File: src/rtl/fifo_pkg.sv
// fifo_pkg: shared FIFO sizing defaults and flow-control FSM state encoding.
package fifo_pkg;
    localparam int DEF_MEM_SIZE = 4;
    localparam int DEF_PTR_L    = 3;
    localparam int DEF_HIGH_TH  = 3;
    localparam int DEF_LOW_TH   = 1;
    typedef enum logic {FF_ST_RUN = 1'b0, FF_ST_PAUSED = 1'b1} ff_state_t;
endpackage

File: src/rtl/fifo_occupancy_cnt.sv
// fifo_occupancy_cnt: occupancy counter driven by qualified write/read strobes.
module fifo_occupancy_cnt
    import fifo_pkg::*;
#(
    parameter int PTR_L = DEF_PTR_L
) (
    input  logic             clk,
    input  logic             reset_L,
    input  logic             wr_ok,
    input  logic             rd_ok,
    output logic [PTR_L-1:0] next_cnt,
    output logic [PTR_L-1:0] fifo_count
);
    // Strobes are pre-qualified by the full/empty flags, so this never wraps.
    always_comb next_cnt = fifo_count + PTR_L'(wr_ok) - PTR_L'(rd_ok);

    always_ff @(posedge clk) begin
        if (!reset_L) fifo_count <= '0;
        else          fifo_count <= next_cnt;
    end
endmodule

File: src/rtl/fifo_flow_ctrl.sv
// fifo_flow_ctrl: occupancy flags and hysteresis pause for the FIFO.
// Define FIFO_FLOW_ERR_EN for sticky overflow/underflow flags; otherwise they are 0.
module fifo_flow_ctrl
    import fifo_pkg::*;
#(
    parameter int MEM_SIZE = DEF_MEM_SIZE,
    parameter int PTR_L    = DEF_PTR_L,
    parameter int HIGH_TH  = DEF_HIGH_TH,
    parameter int LOW_TH   = DEF_LOW_TH
) (
    input  logic             clk,
    input  logic             reset_L,
    input  logic             fifo_wr,
    input  logic             fifo_rd,
    output logic             push,
    output logic [PTR_L-1:0] fifo_count,
    output logic             fifo_empty,
    output logic             fifo_full,
    output logic             almost_empty,
    output logic             almost_full,
    output logic             pause,
    output logic             overflow,
    output logic             underflow
);
    localparam logic [PTR_L-1:0] FULL_C = PTR_L'(MEM_SIZE);
    localparam logic [PTR_L-1:0] AF_C   = PTR_L'(MEM_SIZE - 1);
    localparam logic [PTR_L-1:0] AE_C   = PTR_L'(1);
    localparam logic [PTR_L-1:0] HI_C   = PTR_L'(HIGH_TH);
    localparam logic [PTR_L-1:0] LO_C   = PTR_L'(LOW_TH);

    logic             wr_ok, rd_ok;
    logic [PTR_L-1:0] next_cnt;
    ff_state_t        state, state_nxt;

    assign wr_ok = fifo_wr & ~fifo_full;
    assign rd_ok = fifo_rd & ~fifo_empty;

    fifo_occupancy_cnt #(.PTR_L(PTR_L)) u_cnt (
        .clk        (clk),
        .reset_L    (reset_L),
        .wr_ok      (wr_ok),
        .rd_ok      (rd_ok),
        .next_cnt   (next_cnt),
        .fifo_count (fifo_count)
    );

    // Flags look ahead at next_cnt so they line up with fifo_count each cycle.
    always_ff @(posedge clk) begin
        if (!reset_L) begin
            push         <= 1'b0;
            fifo_empty   <= 1'b1;
            fifo_full    <= 1'b0;
            almost_empty <= 1'b0;
            almost_full  <= 1'b0;
            state        <= FF_ST_RUN;
        end else begin
            push         <= wr_ok;
            fifo_empty   <= next_cnt == '0;
            fifo_full    <= next_cnt == FULL_C;
            almost_empty <= next_cnt <= AE_C;
            almost_full  <= next_cnt >= AF_C;
            state        <= state_nxt;
        end
    end

    always_comb begin
        state_nxt = state;
        if (state == FF_ST_RUN && next_cnt >= HI_C)    state_nxt = FF_ST_PAUSED;
        if (state == FF_ST_PAUSED && next_cnt <= LO_C) state_nxt = FF_ST_RUN;
    end

    assign pause = state == FF_ST_PAUSED;

`ifdef FIFO_FLOW_ERR_EN
    always_ff @(posedge clk) begin
        if (!reset_L) begin
            overflow  <= 1'b0;
            underflow <= 1'b0;
        end else begin
            overflow  <= overflow | (fifo_wr & fifo_full);
            underflow <= underflow | (fifo_rd & fifo_empty);
        end
    end
`else
    assign overflow  = 1'b0;
    assign underflow = 1'b0;
`endif
endmodule
File: config.mk
export PLATFORM = sky130hd
export DESIGN_NAME = fifo_flow_ctrl
export DESIGN_NICKNAME = d
export VERILOG_FILES = /design/src/rtl/fifo_pkg.sv /design/src/rtl/fifo_occupancy_cnt.sv /design/src/rtl/fifo_flow_ctrl.sv
export SDC_FILE = /design/constraint.sdc
export NUM_CORES = 1
export LEC_CHECK = 0
export CAP_MARGIN = 5
export CORE_MARGIN = 2
export CORE_UTILIZATION = 30
export CTS_BUF_LIST = sky130_fd_sc_hd__clkbuf_8
export DETAILED_ROUTE_END_ITERATION = 16
export PLACE_DENSITY = 0.57
export SLEW_MARGIN = 30
export SYNTH_ARGS = -nofsm -noshare
export SYNTH_HDL_FRONTEND = slang
export SYNTH_HIERARCHICAL = 1
export SYNTH_SLANG_ARGS = --single-unit
export TNS_END_PERCENT = 100
File: constraint.sdc
create_clock -name clk -period 3.4 [get_ports clk]
set_input_delay 0.34 -clock clk [delete_from_list [all_inputs] [get_ports clk]]
set_output_delay 0.34 -clock clk [all_outputs]
set_load 0.03 [all_outputs]
# == After elaboration in Yosys (flattened, before gate mapping) ==
# Cells that the tools add are included.
# word_totals
input_bits,4
output_inout_bits,11
elab_cells,22
regBits,9
# op_classes
bitwise_logic,6
reduce_logical,4
add_sub_neg,2
n_eq_ne,1
magnitude_cmp,2
# op_table
op,count
$not 1->1,4
$add 3x1->3,1
$eq 3x3->1 const B,1
$ge 3x2->1 const B,1
$le 3x1->1 const B,1
$logic_not 3->1,1
$sub 3x1->3,1
$and 1x1->1,2
$logic_and 1x1->1,2
$reduce_or 2->1,1

# == Longest topological paths before layout ==
# Gate-level depths: netlist of the first run.
# logic_depth
ltp_word,7
mapped_depth,11
mapped_depth_nobuf,11

# == By module ==
# The synthesis of the first run kept the hierarchy.
# modules_own_cells
module,cells_per_inst,instances,seq_area_each_um2,area_per_inst_um2
fifo_flow_ctrl,20,1,120.1,212.7
fifo_occupancy_cnt,17,1,60.1,177.7

# == Least setup slack after synthesis of the first run ==
# OpenSTA, ideal clock, no wires.
# synth_path
path_type,register to register
from,reg fifo_full
to,reg fifo_full
path_buffers,0
setup_slack_ns,1.155
period_less_slack_ns,2.245
setup_ns,0.061
arrival_ns,2.184
path_stages_with_launch,11
cell_sequence,dfxtp_1 > nor2b_2 > inv_1 > ha_1 > inv_1 > ha_1 > inv_1 > fa_1 > xnor2_2 > xnor2_1 > and4bb_2
# synth_via
elab_chain_len,5
# synth_rtl
element,line_no,source
start: declaration,fifo_flow_ctrl.sv:18,"output logic fifo_full,"
start signal: assignment,fifo_flow_ctrl.sv:52,fifo_full <= 1'b0;
start signal: assignment,fifo_flow_ctrl.sv:59,fifo_full <= next_cnt == FULL_C;
$not 1->1,fifo_flow_ctrl.sv:35,assign wr_ok = fifo_wr & ~fifo_full;
$and 1x1->1,fifo_flow_ctrl.sv:35,
via wr_ok,fifo_flow_ctrl.sv:31,"logic wr_ok, rd_ok;"
$add 3x1->3,fifo_occupancy_cnt.sv:15,always_comb next_cnt = fifo_count + PTR_L'(wr_ok) - PTR_L'(rd_ok);
$sub 3x1->3,fifo_occupancy_cnt.sv:15,
via next_cnt[2],fifo_flow_ctrl.sv:32,logic [PTR_L-1:0] next_cnt;
$eq 3x3->1,fifo_flow_ctrl.sv:59,
# The timed path passes the listed nets, and every way through them passes these cells.
# A chain may end at the register's enable or synchronous reset.

# == Final worst setup path of the first run ==
# layout_path
from,in fifo_wr
to,reg fifo_full
# layout_via
elab_chain_len,4
# layout_rtl
element,line_no,source
start: declaration,fifo_flow_ctrl.sv:13,"input logic fifo_wr,"
$and 1x1->1,fifo_flow_ctrl.sv:35,
via wr_ok,fifo_flow_ctrl.sv:31,
$add 3x1->3,fifo_occupancy_cnt.sv:15,
$sub 3x1->3,fifo_occupancy_cnt.sv:15,
via next_cnt[2],fifo_flow_ctrl.sv:32,
$eq 3x3->1,fifo_flow_ctrl.sv:59,
# The timed path passes the listed nets, and every way through them passes these cells.

==> results_dict.tcl, run 1 <==
set metrics [dict create \
    synth_top_family_by_area "simple AND/OR/NAND/NOR gates" \
    overflow 0 \
    track_usage_pct 8.92 \
    cts_tree "yes" \
    rsz0062_at_grt "no" \
    multi_input_area_um2 184 \
    synth-xor-area-share_pct 6.41 \
    ctsHtreeMaxLevel 1 \
    start_util_pct 33.8 \
    drive_above_1_share_pct 11.5 \
    grt_antenna_before_repair 0 \
    ir_worst_vdd_uv 469 \
    routed_wl_um 597 \
    ant_nets 0 \
    power_density_nw_per_um2 1190 \
    grt_max_degree 11 \
    wl_per_cell_um 9.05 \
    start_kind "primary input" \
    endpoint_kind "flip-flop" \
    place_hpwl_um 480 \
    placed_area_um2 517 \
    synth-compound-area-share_pct 4.49 \
    status "completed" \
    setup-tns-final_ns 0 \
    switching_share_pct 40.7 \
    dr.pass1.iters 1 \
    portBuffers 12 \
    root_buffer "clkbuf_8" \
    seq_area_um2 180 \
    dieArea_um2 1610 \
    cellLeakagePower_nw 0.244 \
    fin_skew_ns 0.000434 \
    place_inst 62 \
    core_um2 1160 \
    clock_latency_ns 0.22 \
    synthTopCellsByArea "dfxtp_1 (46%), ha_1 (6.4%), fa_1 (5.1%), nor2b_1 (4.8%), xnor2_2 (4.2%)" \
    min_period_over_period_pct 74.1 \
    io-pin-count 15 \
    synth_fa_ha_area_share_pct 11.5 \
    clockPowerShare_pct 17.1 \
    synthSimpleGateAreaFrac_pct 20.2 \
    finalInstanceArea_um2 562 \
    antenna_cells 0 \
    r2r_start "fifo_full" \
    hold_class "flip-flop to flip-flop" \
    fmax_mhz 397 \
    syn_inst 37 \
    required_ns 3.57 \
    post_cts_buffers 0 \
    drt_iter0_markers 0 \
    synth_top_area_cell "dfxtp_1" \
    ys_ff_latch 9 \
    seq_power_share_pct 26.5 \
    cts_buffers 3 \
    gp_congestion 0.704 \
    synth.cell_area_um2 390 \
    die_w_um 40.1 \
    hold_end "pause" \
    maxCapViolCount 0 \
    cts_max_path_buffers 2 \
    synth.avg_cell_area_um2 10.6 \
    fillers 109 \
    intPower_w 0.000398 \
    r2r_slack_ns 1.16 \
    grt_pass1_vias 223 \
    remaining_drc_errors 0 \
    via_count 265 \
    reg2reg_depth 10 \
    synth-seq-area-share_pct 46.2 \
    fin_crit_ns 2.52 \
    rr_endpoint "fifo_full" \
    hold_start "pause" \
    hold_viol 0 \
    clk_pin_slew_ns 0.04 \
    die_h_um 40.1 \
    crit_path_max_fanout 6 \
    setup_viol 0 \
    grt_pass1_wl_um 890 \
    worstPathArrival_ns 2.69 \
    syn_to_final_growth_pct 43.9 \
    synth_top_area_share_pct 46.2 \
    p_sw_w 0.000273 \
    worstSetupPathType "primary input to flip-flop" \
    power_w 0.000671 \
    comb_power_share_pct 56.4 \
    synth_mux_area_share_pct 2.56 \
    synth_cell_types 21 \
    clock-sinks 9 \
    ys_warn_count 6 \
    nets 60 \
    drv_slew 0 \
    cts-resized-gates 0 \
    avgViaCountPerCell 4.02 \
    fin_cells 66 \
    hold_depth 2 \
    ctsHoldBuffers 0 \
    rows 12 \
]
-- state kept, by name, indices dropped and copies added, names as in the netlist --
register / cells
u_cnt/fifo_count: 3
almost_empty: 1
almost_full: 1
fifo_empty: 1
fifo_full: 1
pause: 1
push: 1
-- per-layer routing --
metal | vias up | part of all wire [%] | track usage [%]
met5 | - | 0 | 0
met2 | 9 | 46 | 12.5
met1 | 114 | 47 | 10.5
met4 | 0 | 0 | 5.17
met3 | 0 | 7.4 | 5.00
li1 | 142 | - | -
-- worst max-delay path by stage --
stage	start	end	slack (ns)	cells after the start
6_report	fifo_wr	fifo_full	0.88	11
2_1_floorplan	fifo_full	fifo_full	1.15	10
4_1_cts	fifo_wr	fifo_full	0.86	11
3_3_place_gp	fifo_wr	fifo_full	0.66	11
3_5_place_dp	fifo_wr	fifo_full	0.64	11
5_1_grt	fifo_wr	pause	0.74	12
-- logic make-up (layout without fill, tap and decap cells) --
logic type	count (synthesis)	in the layout
fa+ha+maj	3	3
compound gates	3	3
xor+xnor	2	2
simple gates	12	12
other cells	1	2
buf+inv	6	20
mux	1	1
flops	9	9
-- final cells by class --
cell class	count	share of cell area, %
timing repair buffer	12	21.4
multi-input combinational	23	32.7
clock buffer	3	7.35
inverter	4	2.67
tap	14	3.12
sequential	9	32.1
clock inverter	1	0.668
-- power by group through the flow --
stage / combinational [W] / clock, W / sequential, W
finish: 0.000378 / 0.000115 / 0.000178
global route: 0.000412 / 0.000124 / 0.000184
CTS: 0.000383 / 0.000118 / 0.000180
detailed placement: 0.000379 / 0 / 0.000181
global placement: 0.000377 / 0 / 0.000178
floorplan: 0.000179 / 0 / 0.000264
-- Yosys cell counts --
| cell | count |
|---|---|
| nor2b_1 | 3 |
| a21oi_1 | 1 |
| fa_1 | 1 |
| o21ai_0 | 1 |
| conb_1 | 1 |
| nor2_1 | 1 |
| inv_1 | 4 |
| buf_4 | 2 |
| ha_1 | 2 |
| xnor2_2 | 1 |
| nand2b_1 | 1 |
| o31ai_1 | 1 |
| and4bb_2 | 1 |
| nor3b_1 | 1 |
| dfxtp_1 | 9 |
| mux2i_1 | 1 |
| nor2b_2 | 1 |
| xnor2_1 | 1 |
| nand2_1 | 1 |
| nor3_1 | 1 |
| and2_1 | 2 |
-- critical path, cell delays in order --
cell             delay, ns
clkdlybuf4s50_1       0.44
nor2b_2               0.13
inv_1                 0.05
ha_1                  0.28
inv_1                 0.05
ha_1                  0.12
inv_1                 0.04
fa_1                  0.40
xnor2_2               0.17
xnor2_1               0.38
and4bb_2              0.27
-- cells in the final DEF (no fill, tap or decap), drive strengths merged --
master	netlist	final
nor2b	4	4
inv	4	5
ha	2	2
xnor2	2	2
conb	1	2
mux2i	1	1
fa	1	1
a21oi	1	1
o21ai	1	1
dfxtp	9	9
o31ai	1	1
clkdlybuf4s50	0	12
nor2	1	1
nor3	1	1
nand2	1	1
and2	2	2
nor3b	1	1
clkbuf	0	3
and4bb	1	1
nand2b	1	1
-- per-stage QoR --
| step | util, % | hold WS (ns) | setup slack, ns |
|---|---|---|---|
| 2_1_floorplan | - | 0.411 | 1.15 |
| 3_3_place_gp | 44.7 | 0.482 | 0.656 |
| 3_5_place_dp | 44.7 | 0.491 | 0.638 |
| 4_1_cts | 48.6 | 0.507 | 0.862 |
| 5_1_grt | 48.6 | 0.557 | 0.736 |
| 6_report | 48.6 | 0.497 | 0.882 |
No activity file was read; power rests on OpenSTA's default activity.
==> run 2: changes to the inputs <==
==> constraint.sdc (replaced) <==
create_clock -name clk -period 2.6 [get_ports clk]
set_input_delay 0.26 -clock clk [delete_from_list [all_inputs] [get_ports clk]]
set_output_delay 0.26 -clock clk [all_outputs]
set_load 0.03 [all_outputs]
==> run 2 against run 1 <==
Via count grew 6.4%. Total power is 38% higher. Worst hold slack gained 0.012 ns. Sequential share of layout area shrank 0.83 points. Sequential power is 33% higher. Register-to-register slack worse by 0.71 ns. Clock power up 31%. Core utilization is 1.3 points higher. Final cell count up 1.5%. Routed wire length rose by 5.9%.
==> results_dict.tcl, run 2 (synthesis gave the netlist of run 1 again) <==
set metrics [dict create \
    clock_latency_ns 0.22 \
    fillers 110 \
    hold_viol 0 \
    wl_per_cell_um 9.43 \
    hold_start "pause" \
    setup-tns-final_ns 0 \
    hold_end "pause" \
    fmax_mhz 426 \
    gp_congestion 0.715 \
    min_period_over_period_pct 90.3 \
    clock-sinks 9 \
    crit_path_max_fanout 6 \
    rsz0062_at_grt "no" \
    grt_max_degree 11 \
    hold_depth 2 \
    die_h_um 40.1 \
    rr_endpoint "pause" \
    remaining_drc_errors 0 \
    dr.pass1.iters 2 \
    antenna_cells 0 \
    via_count 282 \
    maxCapViolCount 0 \
    r2r_start "fifo_full" \
    routed_wl_um 632 \
    grt_pass1_wl_mm 1.18 \
    track_usage_pct 11.2 \
    worst_hold_slack_ns 0.509 \
    cts_buffers 3 \
    required_ns 2.71 \
    layout_common_cells "clkdlybuf4s50_1 (12), dfxtp_1 (9), inv_1 (5)" \
    rows 12 \
    ir_worst_vdd_uv 593 \
    top_register "u_cnt/fifo_count" \
    power_density_nw_per_um2 1610 \
    worstSetupPathType "primary input to flip-flop" \
    drt_iter0_markers 3 \
    clk_pin_slew_ns 0.04 \
    start_util_pct 33.8 \
    drv_slew 0 \
    start_kind "primary input" \
    core_um2 1160 \
    seq_area_um2 180 \
    multi_input_area_um2 191 \
    r2r_slack_ns 0.45 \
    root_buffer "clkbuf_8" \
    largest_reg_flops 3 \
    finalInstanceArea_um2 577 \
    die_w_um 40.1 \
    power_w 0.000926 \
    ctsHoldBuffers 0 \
    fin_skew_ns 0.000349 \
    placed_area_um2 524 \
    grt_pass1_vias 285 \
    cellLeakagePower_nw 0.255 \
    cts_max_path_buffers 2 \
    nets 61 \
    reg2reg_depth 11 \
    overflow 0 \
    drive_above_1_share_pct 15.1 \
    setup_viol 0 \
    grt_antenna_before_repair 0 \
    ant_nets 0 \
    layout_commonest_cell "clkdlybuf4s50_1" \
    fin_crit_ns 2.35 \
    endpoint_kind "flip-flop" \
    syn_to_final_growth_pct 47.8 \
    avgViaCountPerCell 4.21 \
    cts_tree "yes" \
    ctsHtreeMaxLevel 1 \
    portBuffers 12 \
    io-pin-count 15 \
    dieArea_um2 1610 \
    worstPathArrival_ns 2.46 \
    status "completed" \
    hold_class "flip-flop to flip-flop" \
]
==> run 2: critical path: stages <==
cell and delay (ns):
clkdlybuf4s50_1 0.45, nor2b_2 0.13, inv_1 0.05, ha_1 0.27, inv_1 0.06, ha_1 0.13
inv_1 0.05, fa_1 0.41, xnor2_2 0.24, xnor2_2 0.14, nor3_1 0.20, nor2_1 0.07
==> run 2: power by group <==
group	switching, W	leakage, nW	total (W)	internal, W
Combinational	0.000289	0.153	0.000539	0.000250
Clock	0.0000487	0.0269	0.000151	0.000102
Sequential	0.0000376	0.0747	0.000236	0.000199
Total	0.000375	0.255	0.000926	0.000551
==> run 2: cell type report <==
| class | instances | share of cell area [%] |
|---|---|---|
| multi-input combinational | 23 | 33.2 |
| sequential | 9 | 31.2 |
| timing repair buffer | 13 | 22.1 |
| clock buffer | 3 | 7.16 |
| tap | 14 | 3.04 |
| inverter | 4 | 2.60 |
| clock inverter | 1 | 0.651 |
==> run 2: stage by stage <==
stage	utilization [%]	cells	worst slack (ns)
floorplan	-	38	0.355
global placement	45.3	63	-0.0113
detailed placement	45.3	63	-0.129
CTS	49.2	67	0.102
global route	49.9	67	0.0718
finish	49.9	67	0.251
==> run 2: layer usage <==
| layer | track usage (%) | part of all wire, % | up-vias |
|---|---|---|---|
| li1 | - | - | 145 |
| met5 | 0 | 0 | - |
| met1 | 14.2 | 47 | 128 |
| met2 | 16.1 | 47 | 9 |
| met3 | 3.33 | 6.0 | 0 |
| met4 | 7.76 | 0 | 0 |
==> run 2: worst max-delay path by stage <==
stage,start,end
2_1_floorplan,fifo_full,fifo_full
3_3_place_gp,fifo_wr,fifo_full
3_5_place_dp,fifo_wr,pause
4_1_cts,fifo_wr,pause
5_1_grt,fifo_wr,pause
6_report,fifo_wr,pause
==> run 2: what timing repair did <==
action / in CTS / in global routing
buffers inserted: 0 / 0
endpoints found under the setup margin: 0 / 3
resized for setup: 0 / 1
==> run 3: changes to the inputs <==
--- a/config.mk
+++ b/config.mk
@@ -10,6 +10,7 @@
 export CORE_UTILIZATION = 30
 export CTS_BUF_LIST = sky130_fd_sc_hd__clkbuf_8
 export DETAILED_ROUTE_END_ITERATION = 16
+export GPL_TIMING_DRIVEN = 0
 export PLACE_DENSITY = 0.57
 export SLEW_MARGIN = 30
 export SYNTH_ARGS = -nofsm -noshare
==> run 3 against run 2 <==
Clock power hardly changed. Register-to-register slack about the same. Critical path depth decreased by 1. Via count fell by 0.71%. Fmax decreased by 0.15%. Final area increased by 1.3%. Non-clock buffer count rose by 1. Global-route usage shrank 1.0 points. Setup slack lost 0.0035 ns. Clock skew up 0.0025 ns. Total power down 2.7%. First-iteration DRC count down 33%.
==> results_dict.tcl, run 3 (synthesis gave the netlist of run 1 again) <==
set metrics [dict create \
    hold_class "flip-flop to flip-flop" \
    fin_skew_ns 0.00287 \
    reg2reg_depth 10 \
    rows 12 \
    rr_endpoint "fifo_full" \
    ant_nets 0 \
    dieArea_um2 1610 \
    dr.pass1.iters 2 \
    power_w 0.000901 \
    clock-sinks 9 \
    ir_worst_vdd_uv 674 \
    slowest_delay_ns 0.45 \
    antenna_cells 0 \
    setup_viol 0 \
    setup-tns-final_ns 0 \
    timing.critical_path.cells "clkdlybuf4s50_1 > nor2b_2 > inv_1 > ha_1 > inv_1 > ha_1 > inv_1 > fa_1 > xnor2_2 > xnor2_2 > and4bb_2" \
    top_register "u_cnt/fifo_count" \
    grt_pass1_vias 240 \
    slowest_stage "clkdlybuf4s50_1" \
    rsz0062_at_grt "no" \
    cts_buffers 3 \
    portBuffers 12 \
    maxCapViolCount 0 \
    die_w_um 40.1 \
    placed_area_um2 532 \
    critPathLaunch "fifo_wr" \
    worst_hold_slack_ns 0.505 \
    drt_iter0_markers 2 \
    io-pin-count 15 \
    cts_max_path_buffers 2 \
    clk_pin_slew_ns 0.04 \
    pre_cts_ws_ns -0.0943 \
    start_kind "primary input" \
    drv_slew 0 \
    layout_commonest_cell "clkdlybuf4s50_1" \
    fmax_mhz 425 \
    grt_antenna_before_repair 0 \
    min_period_over_period_pct 90.5 \
    nets 62 \
    hold_viol 0 \
    hold_depth 2 \
    overflow 0 \
    worst_slack_ns 0.248 \
    syn_to_final_growth_pct 49.7 \
    crit_end "fifo_full" \
    root_buffer "clkbuf_8" \
    largest_reg_flops 3 \
    track_usage_pct 10.2 \
    via_count 280 \
    post_cts_buffers 0 \
    power_density_nw_per_um2 1540 \
    r2r_start "fifo_full" \
    start_util_pct 33.8 \
    worstSetupPathType "primary input to flip-flop" \
    layout_common_cells "clkdlybuf4s50_1 (12), dfxtp_1 (9), inv_1 (5)" \
    r2r_slack_ns 0.45 \
    crit_top_cell "inv_1" \
    finalInstanceArea_um2 584 \
    cts_tree "yes" \
    status "completed" \
    crit_path_max_fanout 6 \
    endpoint_kind "flip-flop" \
    fin_crit_ns 2.35 \
    cts-resized-gates 0 \
    drive_above_1_share_pct 16.7 \
    grt_max_degree 11 \
    routed_wl_um 624 \
    ctsHtreeMaxLevel 1 \
    grt_pass1_wl_um 979 \
    ctsHoldBuffers 0 \
    worstPathArrival_ns 2.52 \
    die_h_um 40.1 \
    required_ns 2.77 \
    avgViaCountPerCell 4.12 \
    remaining_drc_errors 0 \
    cellLeakagePower_nw 0.261 \
    wl_per_cell_um 9.18 \
    clock_latency_ns 0.23 \
    core_um2 1160 \
    gp_congestion 0.689 \
]
## run 3: cell types whose count changed in the layout (fill, tap and decap cells not counted)
cell	change
buf_4	+1
## run 3: power breakdown
part           total, W  switching [W]  internal [W]  leakage (nW)
Clock          0.000152      0.0000495      0.000102        0.0269
Combinational  0.000515       0.000281      0.000234         0.160
Sequential     0.000234      0.0000355      0.000199        0.0747
Total          0.000901       0.000366      0.000535         0.261
## run 3: per-stage QoR
stage          utilization (%)  instances
3_3_place_gp              46.0         64
3_5_place_dp              46.0         64
6_report                  50.5         68
4_1_cts                   49.9         68
2_1_floorplan                -         38
5_1_grt                   50.5         68
## run 3: how the worst min path moves through the flow
stage / to / slack (ns) / from
floorplan: fifo_empty / 0.33 / reset_L
global placement: pause / 0.48 / pause
detailed placement: pause / 0.50 / pause
CTS: pause / 0.51 / pause
global route: pause / 0.55 / pause
finish: pause / 0.51 / pause
## run 3: critical path: cells and delay by family
kind | cells | cell delay [ns]
XOR/XNOR | 2 | 0.47
adder cells (fa/ha/maj) | 3 | 0.81
buffers and inverters | 4 | 0.60
AND/OR/NAND/NOR | 2 | 0.39
## run 3: cell type report
cell class / instances / area, um2
fillers: 110 / 572
multi-input cells: 23 / 191
flip-flops and latches: 9 / 180
repair buffers: 12 / 120
clock buffers: 3 / 41.3
well taps: 14 / 17.5
plain buffers: 2 / 15.0
inverters: 4 / 15.0
clock inverters: 1 / 3.75
## run 3: per-layer routing
metal	up-vias	global-route usage [%]	part of all wire, %
met3	2	5.00	7.5
met5	-	0	0
met4	0	10.3	1.1
li1	147	-	-
met2	9	13.3	46
met1	122	11.6	45
